`src/rtl/gpio_poll_ctrl.sv`:
```
`default_nettype none
// ============================================================================
// gpio_poll_ctrl : AXI4-Lite master that polls GPIO switches and writes LEDs
// Rev 1.0
// ============================================================================
module gpio_poll_ctrl #(
   parameter int          POLL_CYCLES    = 1000,
   parameter logic [31:0] GPIO_ADDR      = 32'h0000_0000,
   parameter int          TIMEOUT_CYCLES = 255
) (
   input  logic        clk,
   input  logic        rst,
   input  logic        en,
   input  logic [1:0]  mode,
   input  logic        clear_err,
   output logic [3:0]  sw_value,
   output logic [3:0]  led_value,
   output logic        busy,
   output logic        timeout_err,
   output logic [31:0] axi_araddr,
   output logic        axi_arvalid,
   input  logic        axi_arready,
   input  logic [31:0] axi_rdata,
   input  logic        axi_rvalid,
   output logic        axi_rready,
   output logic [31:0] axi_awaddr,
   output logic        axi_awvalid,
   input  logic        axi_awready,
   output logic [31:0] axi_wdata,
   output logic        axi_wvalid,
   input  logic        axi_wready,
   output logic        b_ready,
   input  logic        b_valid,
   input  logic [1:0]  b_response
);

   localparam int PW = $clog2(POLL_CYCLES);
   localparam int TW = (TIMEOUT_CYCLES > 1) ? $clog2(TIMEOUT_CYCLES) : 1;
   localparam logic [PW-1:0] C_POLL_LOAD = PW'(POLL_CYCLES - 1);
   localparam logic [TW-1:0] C_TO_LAST   = TW'(TIMEOUT_CYCLES - 1);

   typedef enum logic [2:0] {
      S_IDLE = 3'd0,
      S_AR   = 3'd1,
      S_R    = 3'd2,
      S_CALC = 3'd3,
      S_W    = 3'd4,
      S_B    = 3'd5,
      S_WAIT = 3'd6,
      S_ERR  = 3'd7
   } state_t;

   state_t        r_state;
   state_t        w_state_next;
   logic [3:0]    r_sw_value;
   logic [3:0]    r_led_value;
   logic [3:0]    r_led_next;
   logic [3:0]    r_prev_sw;
   logic          r_first_poll;
   logic          r_timeout_err;
   logic          r_aw_done;
   logic          r_w_done;
   logic [TW-1:0] r_to_cnt;
   logic [PW-1:0] r_timer;
   logic [3:0]    w_led_calc;
   logic          w_to_hit;
   logic          w_aw_hs;
   logic          w_w_hs;
   logic          w_unused;

   assign w_unused = &{1'b0, axi_rdata[31:4], b_response};

   assign axi_araddr  = GPIO_ADDR;
   assign axi_awaddr  = GPIO_ADDR;
   assign axi_wdata   = {28'd0, r_led_next};
   assign axi_arvalid = (r_state == S_AR);
   assign axi_rready  = (r_state == S_R);
   assign axi_awvalid = (r_state == S_W) && !r_aw_done;
   assign axi_wvalid  = (r_state == S_W) && !r_w_done;
   assign b_ready     = (r_state == S_B);
   assign busy        = (r_state == S_AR) || (r_state == S_R) || (r_state == S_CALC) ||
                        (r_state == S_W)  || (r_state == S_B);
   assign sw_value    = r_sw_value;
   assign led_value   = r_led_value;
   assign timeout_err = r_timeout_err;

   assign w_to_hit = (r_to_cnt == C_TO_LAST);
   assign w_aw_hs  = axi_awvalid & axi_awready;
   assign w_w_hs   = axi_wvalid & axi_wready;

   always_comb begin
      w_led_calc = r_led_value;
      case (mode)
         2'd0:    w_led_calc = r_sw_value;
         2'd1:    w_led_calc = ~r_sw_value;
         2'd2:    if (r_sw_value != r_prev_sw) w_led_calc = r_led_value + 4'd1;
         default: w_led_calc = r_led_value;
      endcase
   end

   always_comb begin
      w_state_next = r_state;
      case (r_state)
         S_IDLE: if (en) w_state_next = S_AR;
         S_AR: begin
            if (axi_arready)   w_state_next = S_R;
            else if (w_to_hit) w_state_next = S_ERR;
         end
         S_R: begin
            if (axi_rvalid)    w_state_next = S_CALC;
            else if (w_to_hit) w_state_next = S_ERR;
         end
         S_CALC: begin
            // The first poll after enable always writes so the LEDs match the model.
            if ((w_led_calc != r_led_value) || r_first_poll) w_state_next = S_W;
            else                                            w_state_next = S_WAIT;
         end
         S_W: begin
            if ((r_aw_done || w_aw_hs) && (r_w_done || w_w_hs)) w_state_next = S_B;
            else if (w_to_hit)                                 w_state_next = S_ERR;
         end
         S_B: begin
            if (b_valid)       w_state_next = S_WAIT;
            else if (w_to_hit) w_state_next = S_ERR;
         end
         S_WAIT: if (r_timer == '0) w_state_next = en ? S_AR : S_IDLE;
         S_ERR:  if (clear_err) w_state_next = S_IDLE;
         default: w_state_next = S_IDLE;
      endcase
   end

   always_ff @(posedge clk or negedge rst) begin
      if (!rst) r_state <= S_IDLE;
      else      r_state <= w_state_next;
   end

   always_ff @(posedge clk or negedge rst) begin
      if (!rst) begin
         r_sw_value    <= 4'd0;
         r_led_value   <= 4'd0;
         r_led_next    <= 4'd0;
         r_prev_sw     <= 4'd0;
         r_first_poll  <= 1'b1;
         r_timeout_err <= 1'b0;
         r_aw_done     <= 1'b0;
         r_w_done      <= 1'b0;
         r_to_cnt      <= '0;
         r_timer       <= '0;
      end else begin
         // Handshake states leave before the counter passes C_TO_LAST, so it never wraps.
         if (w_state_next != r_state)
            r_to_cnt <= '0;
         else if ((r_state == S_AR) || (r_state == S_R) || (r_state == S_W) || (r_state == S_B))
            r_to_cnt <= r_to_cnt + 1'b1;

         if ((w_state_next == S_WAIT) && (r_state != S_WAIT))
            r_timer <= C_POLL_LOAD;
         else if ((r_state == S_WAIT) && (r_timer != '0))
            r_timer <= r_timer - 1'b1;

         if ((w_state_next == S_ERR) && (r_state != S_ERR))
            r_timeout_err <= 1'b1;

         case (r_state)
            S_IDLE: if (en) r_first_poll <= 1'b1;
            S_R:    if (axi_rvalid) r_sw_value <= axi_rdata[3:0];
            S_CALC: begin
               r_led_next <= w_led_calc;
               r_prev_sw  <= r_sw_value;
               r_aw_done  <= 1'b0;
               r_w_done   <= 1'b0;
            end
            S_W: begin
               if (w_aw_hs) r_aw_done <= 1'b1;
               if (w_w_hs)  r_w_done  <= 1'b1;
            end
            S_B: begin
               if (b_valid) begin
                  r_led_value  <= r_led_next;
                  r_first_poll <= 1'b0;
               end
            end
            S_ERR:  if (clear_err) r_timeout_err <= 1'b0;
            default: ;
         endcase
      end
   end

endmodule
`default_nettype wire

```
`config.mk`:
```
export PLATFORM = sky130hd
export DESIGN_NAME = gpio_poll_ctrl
export DESIGN_NICKNAME = d
export VERILOG_FILES = /design/src/rtl/gpio_poll_ctrl.sv
export SDC_FILE = /design/constraint.sdc
export NUM_CORES = 1
export LEC_CHECK = 0
export CAP_MARGIN = 40
export CORE_UTILIZATION = 44
export DETAILED_ROUTE_END_ITERATION = 7
export GPL_TIMING_DRIVEN = 0
export PLACE_DENSITY = 0.87
export SLEW_MARGIN = 20
export SYNTH_ARGS = -nofsm -noshare
export SYNTH_HDL_FRONTEND = slang
export SYNTH_SLANG_ARGS = --single-unit
```
`constraint.sdc`:
```
create_clock -name clk -period 4.36 [get_ports clk]
set_input_delay 0.436 -clock clk [delete_from_list [all_inputs] [get_ports clk]]
set_output_delay 0.436 -clock clk [all_outputs]
set_load 0.1 [all_outputs]
```
Yosys cells after proc, flatten, opt, wreduce, memory -nomap -nowiden. Index checks and enable logic that the tools add are counted.

ROM bits: 0. Logic and storage cells: 95. Memories kept: 0. Input bits: 45. Register bits: 41. Bits in writable memories: 0. Latch bits: 0.

Muxes and demuxes: 27. Bitwise gates (word level): 3. $add $sub $neg: 3. Eq/ne operators: 21. Shift-type cells: 0. Reductions and logical operators: 30. Multiply operators: 0. Divide/modulo/power cells: 0. $lt $le $gt $ge: 0.

Operators by type and width (number): $mux 3 (8); $pmux 3 s8 (1); $mux 10 (2); $eq 3x3->1 const B (6); $mux 8 (2); $pmux 4 s3 (1); $logic_not 10->1 (1); $reduce_bool 10->1 (1); $sub 10x1->10 const B (1); $logic_or 1x1->1 (9); $add 8x1->8 const B (1); $eq 8x8->1 const B (1); $mux 1 (8); $ne 4x4->1 (2); $reduce_and 2->1 (4); $reduce_bool 2->1 (4); $eq 3x2->1 const B (2); $logic_and 1x1->1 (6); $ne 2x2->1 const B (3); $ne 3x3->1 const B (2); $pmux 1 s2 (3); $add 4x1->4 const B (1); $mux 4 (1); $not 4->4 (1); 11 further kinds (13).

Logic depth before layout (Yosys ltp). Gate-level depths: netlist of run 1.

Depth in word-level cells: 12. Depth in mapped cells: 10. Mapped depth without buffers: 9.

Least setup slack after synthesis of run 1. Ideal clock, no wire load.

Path type: flip-flop to output port. From: register r_state[1]. To: output axi_awvalid. Required time: 3924 ps. Stages on the path, launching flop included: 4. Slack: 1039 ps. Arrival: 2885 ps. Cell sequence: dfrtp_1 buf_1 nand2b_1 nor3_1.

Cells in the longest elaborated chain, start to end: 2.

RTL lines: from (decl) (line 53) `state_t r_state;`; from (signal assigned) (line 134) `else r_state <= w_state_next;`; $eq 3x3->1 (line 78) `assign axi_awvalid = (r_state == S_W) && !r_aw_done;`; $logic_and 1x1->1 (line 78); to (decl) (line 27) `output logic axi_awvalid,`.

No other way between the ends.

Worst setup path in the final report of run 1.
From: register r_state[0]. To: output busy.

Cells in the longest elaborated chain, start to end: 5.

RTL lines: $eq 3x1->1 / $eq 3x2->1 (equally long branches) (line 81) `assign busy = (r_state == S_AR) || (r_state == S_R) || (r_state == S_CALC) ||`; $logic_or 1x1->1 (3 in series) (line 81); $logic_or 1x1->1 * (line 82) `(r_state == S_W) || (r_state == S_B);`; to (decl) (line 18) `output logic busy,`.

Mark *: on every way between the ends. The rest lies on a longest branch, timed or not.

==> reports/qor.yml, run 1 <==
finalHoldViolCount: 0
crit_fanout: 10
power_mw: 3.36
grt_max_degree: 29
start_kind: "register"
ys_top_cells_by_area: "dfrtp_1 32%, buf_4 22%, xnor2_1 6.2%"
arrival_ps: 2780
setup_viol: 0
cp-end-kind: "output port"
cts_buffers: 5
clkTransAtPathRegs_ps: 70
dr.pass1.iters: 4
cellLeakagePower_nw: 2.15
drc: 0
cts_sinks: 41
grt_pass1_vias: 2485
min_period_ps: 3220
cpMostUsedCell: "clkbuf_1"
syn_to_final_growth_pct: 37.4
drt.antenna.violating_nets: 0
status: "finished clean"
grt_pass1_wl_um: 11000
synth-seq-area-share_pct: 32.9
cts_resized: 0
synthMostInstantiatedCell: "buf_4"
slowest_delay_ps: 510
drv_slew: 0
routed_wl_um: 6740
ys_warn_count: 0
synth_top_area_share_pct: 32.1
fmax_mhz: 311
antennaDiodeCount: 0
tns_ps: 0
die-area_um2: 7440
tightest_slew_ps: 697
vias: 2588
hold_buffers: 0
synth_top_area_cell: "dfrtp_1"
port_buffers: 32
synth_edf_count: 0
synth_area_um2: 3120
core_um2: 6830
avgSynthCellArea_um2: 9.10
rows: 30
finClkSkew_ps: 7.23
stdcell_count: 589
critPathKind: "reg2out"
insertion_delay_ps: 290
dp_slack_ps: 1500
ir_drop_mv: 0.438
cts_setup_buffers: 0
dp_hpwl_um: 5390
dpl_cell_area_um2: 4200
fin_util_pct: 62.8
finalWorstSetupSlack_ps: 1140
path_cells: "buf_2 -> clkbuf_1 -> nand3b_1 -> clkbuf_1 -> nand2_1 -> clkdlybuf4s50_1 -> buf_8"
cts_max_path_buffers: 2
ys_types: 58
period_share_pct: 73.8
hold_slack_ps: 41.2
drtIter0Drc: 76
cts_tree: "built"
drive_gt1_share_pct: 30.2
slowest_stage: "clkdlybuf4s50_1"
async_flop_share_pct: 100
antenna_found_initial: 0
clock-root-buffer: "clkbuf_8"
top_level_ports: 156
p_per_area_nw_per_um2: 783
path_buf_inv: 5
path_delay_family: "buffers and inverters"
placedCellCount: 582
finalNetCount: 542
die_w_um: 86.2
start_util_pct: 45.7
track_usage_pct: 18.7
synthCells: 343
post_drt_wl_per_cell_um: 11.4
htree_levels: 2
worstPathRequired_ps: 3920
synth_seq_cells: 41
gp_congestion: 0.859
fill_cells: 568
rsz0062_at_grt: "false"
slew_headroom_pct: 53.2
die_h_um: 86.2
final_cell_area_um2: 4290
vias_per_cell: 4.39
synth_flop_cell: "dfrtp_1"
overflow: 0
hold_class: "in2async"
ys_top_cells_by_count: "92 x buf_4, 40 x dfrtp_1, 22 x nor2_1, 22 x xnor2_1, 18 x o21ai_0"
maxCapViolCount: 0
## flip-flops by register name, indices dropped and copies added (netlist names)
signal / count
sw_value: 4
r_timer: 10
r_aw_done: 1
led_value: 4
r_w_done: 1
r_state: 3
r_first_poll: 1
timeout_err: 1
r_led_next: 4
r_prev_sw: 4
r_to_cnt: 8
## per-layer routing
metal,GRT usage (%),share of wire (%)
met1,20.0,38
met2,35.0,54
met3,4.00,6.0
met4,8.48,1.9
met5,0,0
## where the power goes
part	internal, mW	switching (mW)	leakage, nW	total, mW
Combinational	0.825	1.61	1.62	2.44
Clock	0.126	0.121	0.0443	0.247
Sequential	0.528	0.144	0.491	0.673
## cells in the final DEF (no fill, tap or decap), types with 4 or more instances in the layout
master | synthesis | final
o21ai_0 | 18 | 18
mux2_2 | 13 | 13
buf_4 | 92 | 92
nand3_1 | 5 | 5
o22ai_1 | 4 | 4
clkbuf_8 | 0 | 6
nand2_1 | 14 | 14
inv_1 | 11 | 11
dfrtp_1 | 40 | 40
nor2_1 | 22 | 22
a21oi_1 | 11 | 11
xor2_1 | 7 | 7
nor3_1 | 5 | 5
ha_1 | 4 | 4
buf_8 | 0 | 19
clkdlybuf4s50_1 | 0 | 31
xnor2_1 | 22 | 22
clkbuf_1 | 7 | 8
nand4_1 | 5 | 5
conb_1 | 1 | 92
buf_2 | 4 | 5
## area by class of cell
type                            instances  area [um^2]  area share, %
Buffer                                106          749           17.5
Clock buffer                            7         86.3           2.01
Inverter                               13         48.8           1.14
Multi-Input combinational cell        274         1640           38.2
Sequential cell                        41         1030           23.9
Tap cell                               96          120           2.80
Timing Repair Buffer                   52          621           14.5
## path summary, 6_finish.rpt
check                               from       endpoint  slack, ps  cells after the start
setup / recovery              r_state[0]           busy       1140                      7
hold / removal                       rst  r_led_next[2]         40                      1
setup reg to reg              r_timer[0]     r_timer[1]       1840                     10
hold reg to reg            r_led_next[3]  r_led_next[3]        520                      2
max in group asynchronous            rst     r_state[1]       3860                      2
min in group clk           r_led_next[3]  r_led_next[3]        520                      2
## cells by family after synthesis
family / count (synthesis) / synth area share [%]
other: 1 / 0.120
adder cells (fa/ha/maj): 4 / 1.60
buffers and inverters: 119 / 25.6
flip-flops: 41 / 32.9
XOR/XNOR: 29 / 8.14
AO/OA/AOI/OAI: 57 / 13.1
AND/OR/NAND/NOR: 76 / 12.9
multiplexers: 16 / 5.65
No activity file was read; power rests on OpenSTA's default activity.
==> run 2, diff against run 1 <==
Settings changed: CORE_UTILIZATION 44 to 37, PLACE_DENSITY 0.87 to 0.78.
Clock period 4.36 ns to 2.75 ns, I/O delays scaled along.
==> run 2 against run 1 <==
  * Largest cell class unchanged
  * Via count fell by 0.46%
  * Worst hold slack improved by 390 ps
  * Clock power up 79%
  * Largest power group unchanged
==> reports/qor.yml, run 2 (synthesis results as in run 1) <==
vias: 2576  # was 2588
period_share_pct: 94.8
cellLeakagePower_nw: 2.20  # was 2.15 nW
finClkSkew_ps: 5.67  # was 7.23 ps
overflow: 0  # unchanged
die_w_um: 93.9  # was 86.2 um
drc: 0  # unchanged
rows: 33  # was 30
slew_headroom_pct: 64.3  # was 53.2%
r2r_setup_slack_ps: 320  # was 1840 ps
finalHoldViolCount: 0  # unchanged
drtIter0Drc: 133  # was 76
status: "finished clean"  # unchanged
dpl_cell_area_um2: 4240  # was 4200 um^2
drv_slew: 0  # unchanged
largestRegisters: "r_timer (10), r_to_cnt (8)"  # unchanged
maxCapViolCount: 0  # unchanged
layout_common_cells: "94 x buf_4, 92 x conb_1, 40 x dfrtp_1, 31 x clkdlybuf4s50_1, 22 x nor2_1"  # was 92 x buf_4, 92 x conb_1, 40 x dfrtp_1, 31 x clkdlybuf4s50_1
ir_drop_mv: 0.697  # was 0.438 mV
reg2reg_depth: 10  # unchanged
slowest_stage: "clkdlybuf4s50_1"  # unchanged
die_h_um: 93.9  # was 86.2 um
syn_to_final_growth_pct: 40.4  # was 37.4%
hold_path_depth: 3
largest_reg_flops: 10  # unchanged
path_buf_inv: 4  # was 5
track_usage_pct: 15.4  # was 18.7%
start_kind: "register"  # unchanged
tightest_slew_ps: 529  # was 697 ps
fin_util_pct: 53.6  # was 62.8%
setup_viol: 0  # unchanged
arrival_ps: 2330  # was 2780 ps
drive_gt1_share_pct: 31.8  # was 30.2%
final_common_cell: "buf_4"
rsz0062_at_grt: "false"  # unchanged
htree_levels: 2  # unchanged
core_um2: 8180  # was 6830 um^2
die-area_um2: 8810  # was 7440 um^2
slowest_delay_ps: 520  # was 510 ps
cts_tree: "built"  # unchanged
top_register: "r_timer"  # unchanged
port_buffers: 32  # unchanged
power_mw: 5.44  # was 3.36 mW
cts_buffers: 5  # unchanged
dp_hpwl_um: 5250  # was 5390 um
critPathKind: "reg2out"  # unchanged
hold_slack_ps: 431  # was 41.2 ps
path_delay_family: "buffers and inverters"  # unchanged
p_per_area_nw_per_um2: 1240  # was 783 nW/um^2
whs_endpoint: "r_led_next[0]"
stdcell_count: 602  # was 589
cp-end-kind: "output port"  # unchanged
grt_pass1_vias: 2351  # was 2485
cts_max_path_buffers: 2  # unchanged
gp_congestion: 0.872  # was 0.859
insertion_delay_ps: 300  # was 290 ps
antennaDiodeCount: 0  # unchanged
reg2reg_to: "r_timer[1]"  # unchanged
finalNetCount: 545  # was 542
start_util_pct: 38.2  # was 45.7%
worstHoldStart: "mode[1]"
vias_per_cell: 4.28  # was 4.39
clkTransAtPathRegs_ps: 80  # was 70 ps
grt_max_degree: 24  # was 29
placedCellCount: 591  # was 582
final_cell_area_um2: 4380  # was 4290 um^2
crit_fanout: 10  # unchanged
path_cells: "buf_1 -> nand3b_1 -> clkbuf_2 -> nand2_1 -> clkdlybuf4s50_1 -> buf_8"  # was buf_2 -> clkbuf_1 -> nand3b_1 -> clkbuf_1 -> nand2_1 -> clkdlybuf4s50_1 -> buf_8
cts_sinks: 41  # unchanged
dr.pass1.iters: 6  # was 4
routed_wl_um: 6630  # was 6740 um
drt.antenna.violating_nets: 0  # unchanged
hold_class: "in2reg"  # was in2async
post_drt_wl_per_cell_um: 11.0  # was 11.4 um
worstPathRequired_ps: 2480  # was 3920 ps
min_period_ps: 2610
top_level_ports: 156  # unchanged
fmax_mhz: 383
grt_pass1_wl_um: 10700  # was 11000 um
antenna_found_initial: 0  # unchanged
r2r-start: "r_timer[0]"  # unchanged
clock-root-buffer: "clkbuf_8"  # unchanged
-- run 2: cell types whose count changed in the layout (fill, tap and decap cells not counted), sizes merged --
cell         before  now
buf             119  121
clkinv            0    1
dlygate4sd3       0    1
-- run 2: how the worst max path moves through the flow --
stage               cells after the start          end        from  slack (ps)
floorplan                               4    r_aw_done  r_state[1]        -570
global placement                        6         busy  r_state[0]        -430
detailed placement                      7         busy  r_state[0]         -90
CTS                                     7         busy  r_state[2]          60
global route                            5  axi_awvalid  r_state[1]          20
finish                                  6         busy  r_state[1]         140
-- run 2: per-stage QoR --
stage               setup WS, ps  TNS (ps)
detailed placement         -93.7     -93.7
floorplan                   -568     -1950
global route                17.3         0
global placement            -432      -432
finish                       142         0
CTS                         58.9         0
-- run 2: final cells by class --
type / count / area, um^2
Multi-Input combinational cell: 274 / 1660
Tap cell: 105 / 131
Timing Repair Buffer: 55 / 666
Clock inverter: 1 / 5.00
Inverter: 13 / 48.8
Clock buffer: 7 / 96.3
Buffer: 106 / 752
Fill cell: 729 / 3790
Sequential cell: 41 / 1030
-- run 2: what timing repair did --
item	CTS	global route
gates resized for setup	3	2
endpoints found under the hold margin	18	0
buffers inserted	1	1
hold buffers	1	0
endpoints found under the setup margin	1	3
pin swaps	1	1
-- run 2: tightest hold or removal path: cells and delay by family --
| family | cells | cell delay, ps |
|---|---|---|
| compound gates | 2 | 250 |
| buf+inv | 1 | 160 |
-- run 2: metal layers --
metal	vias to the layer above	global-route usage [%]	part of all wire [%]
met2	77	28.7	53
met5	-	0	0
met1	1202	17.5	41
li1	1292	-	-
met3	5	3.16	5.3
met4	0	4.36	0.91
-- run 2: report_power, final --
group          switching (mW)  total, mW  internal, mW  leakage [nW]
combinational            2.57       3.93          1.37          1.66
clock                   0.215      0.442         0.227        0.0542
sequential              0.226       1.06         0.837         0.491
total                    3.01       5.44          2.43          2.20
